==> config.mk <==
export PLATFORM = sky130hd
export DESIGN_NAME = uart_modport
export DESIGN_NICKNAME = d
export VERILOG_FILES = /design/src/rtl/uart_pkg.sv /design/src/rtl/uart_rx.sv /design/src/rtl/uart_modport.sv
export SDC_FILE = /design/constraint.sdc
export NUM_CORES = 1
export LEC_CHECK = 0
export BUFFER_PORTS_ARGS = -buffer_cell sky130_fd_sc_hd__buf_2
export CORE_UTILIZATION = 50
export CTS_CLUSTER_SIZE = 20
export DETAILED_ROUTE_END_ITERATION = 8
export GPL_TIMING_DRIVEN = 0
export HOLD_SLACK_MARGIN = 0.12
export PLACE_DENSITY = 0.72
export SLEW_MARGIN = 20
export SYNTH_ARGS = -nofsm -noshare
export SYNTH_HDL_FRONTEND = slang
export SYNTH_SLANG_ARGS = --single-unit
==> constraint.sdc <==
create_clock -name clk -period 2.93 [get_ports clk]
set_input_delay 0.293 -clock clk [delete_from_list [all_inputs] [get_ports clk]]
set_output_delay 0.293 -clock clk [all_outputs]
set_load 0.005 [all_outputs]
==> src/rtl/uart_pkg.sv <==
// Shared types and constants for the loopback UART: TX/RX state encodings,
// frame data width and the default bit period.
package uart_pkg;

  localparam int unsigned DATA_BITS            = 8;
  localparam int unsigned CLKS_PER_BIT_DEFAULT = 16;

  typedef enum logic [1:0] {TxIdle, TxStart, TxData, TxStop} tx_state_e;
  typedef enum logic [1:0] {RxIdle, RxStart, RxData, RxStop} rx_state_e;

endpackage

==> src/rtl/uart_rx.sv <==
// UART receiver: samples the line mid-bit, rejects short start glitches and
// drops frames whose stop bit is sampled low.
module uart_rx import uart_pkg::*; #(
  parameter int unsigned CLKS_PER_BIT = CLKS_PER_BIT_DEFAULT
) (
  input  logic                 clk,
  input  logic                 rst_n,
  input  logic                 rx_line,
  output logic [DATA_BITS-1:0] rx_data,
  output logic                 rx_valid
);

  localparam int unsigned CntW = $clog2(2 * CLKS_PER_BIT);
  localparam int unsigned IdxW = $clog2(DATA_BITS);
  localparam logic [CntW-1:0] HalfCnt   = CntW'(CLKS_PER_BIT / 2);
  localparam logic [CntW-1:0] SampleCnt = CntW'(CLKS_PER_BIT - 1);
  // Completion lands on the last cycle of the transmitted stop bit, so the
  // pulse always follows the transmitter dropping busy.
  localparam logic [CntW-1:0] DoneCnt   = CntW'(2 * CLKS_PER_BIT - 2 - CLKS_PER_BIT / 2);
  localparam logic [IdxW-1:0] LastIdx   = IdxW'(DATA_BITS - 1);

  rx_state_e            state_q;
  logic [CntW-1:0]      cnt_q;
  logic [IdxW-1:0]      idx_q;
  logic [DATA_BITS-1:0] shift_q;
  logic                 stop_ok_q;

  always_ff @(posedge clk or negedge rst_n) begin
    if (!rst_n) begin
      state_q   <= RxIdle;
      cnt_q     <= '0;
      idx_q     <= '0;
      shift_q   <= '0;
      stop_ok_q <= 1'b0;
      rx_data   <= '0;
      rx_valid  <= 1'b0;
    end else begin
      rx_valid <= 1'b0;
      unique case (state_q)
        RxIdle: begin
          cnt_q <= '0;
          if (!rx_line) state_q <= RxStart;
        end
        RxStart: begin
          if (cnt_q == HalfCnt) begin
            cnt_q   <= '0;
            idx_q   <= '0;
            state_q <= rx_line ? RxIdle : RxData;
          end else begin
            cnt_q <= cnt_q + 1'b1;
          end
        end
        RxData: begin
          if (cnt_q == SampleCnt) begin
            cnt_q   <= '0;
            shift_q <= {rx_line, shift_q[DATA_BITS-1:1]};
            if (idx_q == LastIdx) begin
              idx_q   <= '0;
              state_q <= RxStop;
            end else begin
              idx_q <= idx_q + 1'b1;
            end
          end else begin
            cnt_q <= cnt_q + 1'b1;
          end
        end
        RxStop: begin
          if (cnt_q == DoneCnt) begin
            cnt_q   <= '0;
            state_q <= RxIdle;
            if (stop_ok_q) begin
              rx_data  <= shift_q;
              rx_valid <= 1'b1;
            end
          end else begin
            if (cnt_q == SampleCnt) stop_ok_q <= rx_line;
            cnt_q <= cnt_q + 1'b1;
          end
        end
        default: state_q <= RxIdle;
      endcase
    end
  end

endmodule

==> src/rtl/uart_modport.sv <==
// UART transmitter with its line looped back into an on-chip receiver.
// The start level is driven combinationally in the cycle tx_start is accepted.
module uart_modport import uart_pkg::*; #(
  parameter int unsigned CLKS_PER_BIT = CLKS_PER_BIT_DEFAULT
) (
  input  logic                 clk,
  input  logic                 rst_n,
  input  logic                 tx_start,
  input  logic [DATA_BITS-1:0] tx_data,
  output logic                 tx_busy,
  output logic                 serial_line,
  output logic [DATA_BITS-1:0] rx_data,
  output logic                 rx_valid
);

  localparam int unsigned CntW = $clog2(CLKS_PER_BIT);
  localparam int unsigned IdxW = $clog2(DATA_BITS);
  localparam logic [CntW-1:0] CntMax  = CntW'(CLKS_PER_BIT - 1);
  localparam logic [IdxW-1:0] LastIdx = IdxW'(DATA_BITS - 1);

  tx_state_e            state_q;
  logic [CntW-1:0]      cnt_q;
  logic [IdxW-1:0]      idx_q;
  logic [DATA_BITS-1:0] shift_q;
  logic                 busy_q;

  always_ff @(posedge clk or negedge rst_n) begin
    if (!rst_n) begin
      state_q <= TxIdle;
      cnt_q   <= '0;
      idx_q   <= '0;
      shift_q <= '0;
      busy_q  <= 1'b0;
    end else begin
      unique case (state_q)
        TxIdle: begin
          if (tx_start) begin
            shift_q <= tx_data;
            cnt_q   <= '0;
            idx_q   <= '0;
            busy_q  <= 1'b1;
            state_q <= TxStart;
          end
        end
        TxStart: begin
          if (cnt_q == CntMax) begin
            cnt_q   <= '0;
            state_q <= TxData;
          end else begin
            cnt_q <= cnt_q + 1'b1;
          end
        end
        TxData: begin
          if (cnt_q == CntMax) begin
            cnt_q   <= '0;
            shift_q <= {1'b0, shift_q[DATA_BITS-1:1]};
            if (idx_q == LastIdx) begin
              idx_q   <= '0;
              state_q <= TxStop;
            end else begin
              idx_q <= idx_q + 1'b1;
            end
          end else begin
            cnt_q <= cnt_q + 1'b1;
          end
        end
        TxStop: begin
          if (cnt_q == CntMax) begin
            cnt_q   <= '0;
            busy_q  <= 1'b0;
            state_q <= TxIdle;
          end else begin
            cnt_q <= cnt_q + 1'b1;
          end
        end
        default: state_q <= TxIdle;
      endcase
    end
  end

  always_comb begin
    serial_line = 1'b1;
    unique case (state_q)
      TxIdle:  serial_line = ~(tx_start & rst_n);
      TxStart: serial_line = 1'b0;
      TxData:  serial_line = shift_q[0];
      TxStop:  serial_line = 1'b1;
      default: serial_line = 1'b1;
    endcase
  end

  assign tx_busy = busy_q;

  uart_rx #(
    .CLKS_PER_BIT(CLKS_PER_BIT)
  ) u_rx (
    .clk     (clk),
    .rst_n   (rst_n),
    .rx_line (serial_line),
    .rx_data (rx_data),
    .rx_valid(rx_valid)
  );

endmodule

After elaboration in Yosys (flattened, before gate mapping)
Cells that the tools add are included.
- register bits: 46
- output and inout bits: 11
- add/subtract/negate cells: 4
- equal/unequal tests: 22
- mux-type cells: 38
- bitwise gates (word level): 3
- reductions and logical operators: 14
- operator list (operator ; count):
    $mux 2 ; 11
    $pmux 5 s4 ; 1
    $mux 3 ; 6
    $mux 8 ; 2
    $pmux 2 s4 ; 2
    $pmux 8 s2 ; 1
    $mux 5 ; 3
    $reduce_and 3->1 ; 5
    $ne 2x2->1 const B ; 6
    $pmux 3 s2 ; 2
    $eq 5x4->1 const B ; 2
    $reduce_and 5->1 ; 2
    $eq 2x2->1 const B ; 4
    $mux 4 ; 2
    $ne 2x1->1 const B ; 4
    $pmux 4 s2 ; 1
    $add 3x1->3 const B ; 2
    $eq 3x3->1 const B ; 2
    $reduce_bool 2->1 ; 3
    $add 5x1->5 const B ; 1
    $eq 5x5->1 const B ; 1
    $mux 1 ; 5
    $add 4x1->4 const B ; 1
    $eq 2x1->1 const B ; 2
    8 further kinds ; 10

Longest topological paths before layout
- word-level depth: 6
- depth in mapped cells: 8

Cells and area by module
From an unflattened synthesis, not the netlist that was laid out.
- cells, all modules: 190
- area total of the unflattened synthesis: 2363.5 µm²
- modules (own cells, without submodules) (module ; times used ; cells an instance ; area each (µm²) ; seq. area each (µm²)):
    uart_rx ; 1 ; 99 ; 1306.3 ; 700.7
    uart_modport ; 1 ; 91 ; 1057.3 ; 450.4

Worst setup path before layout
Ideal clock, no wire load.
- kind: register to register
- from: register u_rx.cnt_q[1]
- to: register (tool-made name)
- library setup time: 0.125 ns
- data arrival time: 1.695 ns
- path slack: 1.110 ns
- stages on the path, launching flop included: 8
- path buffers: 0
- clock period less this slack: 1.820 ns
- path through: dfrtp_1 -> ha_1 -> and3_2 -> ha_1 -> inv_1 -> a222oi_1 -> nand4_1 -> mux2i_1
- RTL lines (item ; RTL line ; RTL):
    from (decl) ; uart_rx.sv:23 ; logic [CntW-1:0] cnt_q;
    from (signal assigned) ; uart_rx.sv:50 ; cnt_q <= cnt_q + 1'b1;
    from (signal assigned) ; uart_rx.sv:64 ; cnt_q <= cnt_q + 1'b1;
    from (signal assigned) ; uart_rx.sv:77 ; cnt_q <= cnt_q + 1'b1;

Worst setup path after layout
- from: input rst_n
- to: output serial_line
- longest elaborated chain between the ends: 3
- ends and longest elaborated chain (item ; RTL line ; RTL):
    from (decl) ; uart_modport.sv:7 ; input logic rst_n,
    $and 1x1->1 ; uart_modport.sv:84 ; TxIdle: serial_line = ~(tx_start & rst_n);
    $not 1->1 ; uart_modport.sv:84 ;
    $pmux 1 s4 ; uart_modport.sv:83 ; unique case (state_q)
    to (decl) ; uart_modport.sv:11 ; output logic serial_line,
No other way between the ends.

==> run metrics <==
Min-Delay Path Class=input port to flop; first-pass GRT wire length=6.44 mm; WL per Instance=12.8 um; Worst Tran Pin Value=0.629 ns; initial antenna violation count=0; CP max stage delay=roughly 0.53 ns; Worst R2R Start=u_rx.cnt_q[0]; layout cell share with drive strength beyond 1=23.1%; worst path arrival time=roughly 1.9 ns; total power=2090 uW; Final ANT Viol Nets=0; RSZ-0062 raised after global routing=no; footprint of the multi-input gates=roughly 1100 sq um; DP Cell Count=roughly 280; GPL Wtd Cong=0.811; starting density of the core=between 50 and 60%; post-layout net count=268; Clock Skew=0.00563 ns; WL final=between 3 and 4 mm; Req. time, crit path=roughly 2.6 ns; Crit Path Class=input port to primary output; compound-gate portion of the synthesized area=roughly an eighth; Hold Vio Cnt, Final=0; status=finished, final reports clean; hold path startpoint=tx_data[7]; die area=4940 sq um; Synth Area in Simple Gates=12.1%; IO Count=22; pin count of the biggest net entering global routing=48; fin crit share=73.8%; Layout area overhead=12.3%; critical path launch point type=input port; XOR/XNOR Fraction of Synth Area=0.751%; Crit. End Element=primary output; Clk Latency, worst-skew pair=~0.30 ns; post-cts gate resize count=0; Fmax=463 MHz; Reg clk slew, reported paths=0.08 ns; n_diodes=0; fill count=379; min Tclk post-route=2.16 ns; drt drc=0; CP Cell Sequence=dlygate4sd3_1, buf_4, nand3_1, nand2_1, inv_1, buf_2; TritonCTS sink count=46; P_leak=roughly 0.0013 uW; number of synthesized flops with an enable pin=0; Root Buffer=clkbuf_8; clock tree buffer depth=2; flop and latch count out of synthesis=46; PD cells=~800 nW/um^2; GRT Total Usage=16.7%; register area=around 1200 sq um; main combinational cell family by area after synthesis=compound AO/OA/AOI/OAI gates; grt ovf=0; core area=4410 sq um; Seq/Total Area, Yosys=49.4%; slowest CP cell=dlygate4sd3_1; Crit. Startpoint=rst_n; Buffers on Ports=21; DRT Pass-1 Iters=4; Worst Path Max Fanout=47; Yosys cell types=38; Max-cap violations=0; Post-synth ARST share=100%; DP Wirelength=2.63 mm; fin. max-slew vios=0; Die Ht=70.3 um; Rel. slew slack=58.1%; synthesized area=2330 sq um; Die X=70.3 um; yosys warns=0; Finished Layout Cells=290; Synth Area in Adders=10.7%; final setup TNS=0 ns; CTS buffer count=5; CTS tree=done; drt initial violations=86; site row count=24; post-synthesis net count=239; Post-synth top flop=dfrtp_1; H-tree depth=2; final setup violation count=0; VDD IR max=0.000532 V; via count=1569; mux cell area share after synthesis=12.0%; number of global-route vias before repair=1438; Syn Area/Cell=11.2 sq um; vias per cell=5.41; gate count after technology mapping=208
## power breakdown
part	switching [uW]	internal, uW
Combinational	444	346
Sequential	104	773
Clock	211	216
Total	759	1330
## worst max-delay path: cells and delay by family
kind | cells | cell delay, ns
buffers and inverters | 4 | 1.18
and+or+nand+nor | 2 | 0.37
## cell usage in the layout (no fill, tap or decap), types with 9 or more instances in the layout
cell | synthesis | routed
buf_2 | 4 | 24
nand2_1 | 14 | 14
nand3_1 | 9 | 9
mux2_2 | 16 | 16
nor2_1 | 17 | 17
dfrtp_1 | 46 | 46
mux2i_1 | 10 | 10
inv_1 | 12 | 12
ha_1 | 20 | 20
a21oi_1 | 10 | 10
## final cells by class
class | instances | share of cell area [%]
Tap cell | 52 | 2.48
Clock inverter | 1 | 0.334
Buffer | 5 | 0.908
Clock buffer | 7 | 3.68
Sequential cell | 46 | 44.0
Multi-Input combinational cell | 145 | 42.4
Timing Repair Buffer | 22 | 4.49
Inverter | 12 | 1.72
## path summary, 6_finish.rpt
kind | cells after the start | slack [ns] | endpoint
setup reg to reg | 7 | 0.85 | flop
setup / recovery | 6 | 0.77 | serial_line
min in group asynchronous | 2 | 0.53 | u_rx.rx_valid
hold reg to reg | 1 | 0.50 | u_rx.cnt_q[0]
hold / removal | 3 | 0.24 | shift_q[7]
max in group asynchronous | 2 | 2.00 | u_rx.cnt_q[0]
## cell usage after synthesis, types with 2 or more instances
library cell  number  area (sq um)
nor3_1             2          10.0
nand2_1           14          52.6
nand2b_1           4          25.0
dfrtp_1           46          1150
ha_1              20           250
nor2_1            17          63.8
mux2_2            16           180
inv_1             12          45.0
o2bb2ai_1          3          26.3
a21oi_1           10          50.1
mux2i_1           10           100
buf_2              4          20.0
nand3_1            9          45.0
a22o_1             8          70.1
o21ai_0            8          40.0
o21bai_1           2          15.0
nand4_1            2          12.5
## per-layer routing
layer / share of wire (%) / up-vias / GRT usage, %
li1: - / 794 / -
met3: 3.2 / 4 / 4.33
met4: 1.0 / 0 / 6.67
met5: 0 / - / 0
met1: 50 / 750 / 22.2
met2: 46 / 21 / 25.8
## per-stage QoR
step | setup slack [ns] | hold slack (ns) | instance area, sq um | util [%]
after floorplan | 1.11 | -0.00259 | 2330 | -
after global placement | 0.880 | 0.467 | 2500 | 56.7
after detailed placement | 0.865 | 0.479 | 2500 | 56.7
after CTS | 0.839 | 0.201 | 2610 | 59.0
after global routing | 0.555 | 0.263 | 2620 | 59.3
final | 0.769 | 0.239 | 2620 | 59.3
## sequential cells by signal, indices dropped and copies added, names as in the netlist, named ones only
register        count
shift_q             8
u_rx.rx_data        8
u_rx.shift_q        8
u_rx.cnt_q          5
cnt_q               4
idx_q               3
u_rx.idx_q          3
state_q             2
tx_busy             1
u_rx.rx_valid       1
u_rx.state_q        1
u_rx.stop_ok_q      1
## kinds of logic (layout without fill, tap and decap cells)
group | Yosys count | count (layout)
compound gates | 40 | 40
flops | 46 | 46
xor+xnor | 2 | 2
simple gates | 57 | 57
mux | 26 | 26
buf+inv | 17 | 47
fa+ha+maj | 20 | 20
## timing repair
action	in CTS	in global routing
hold endpoints to repair	0	46
hold buffers	0	1
setup buffers	0	0
Power figures use the tool's default switching activity.
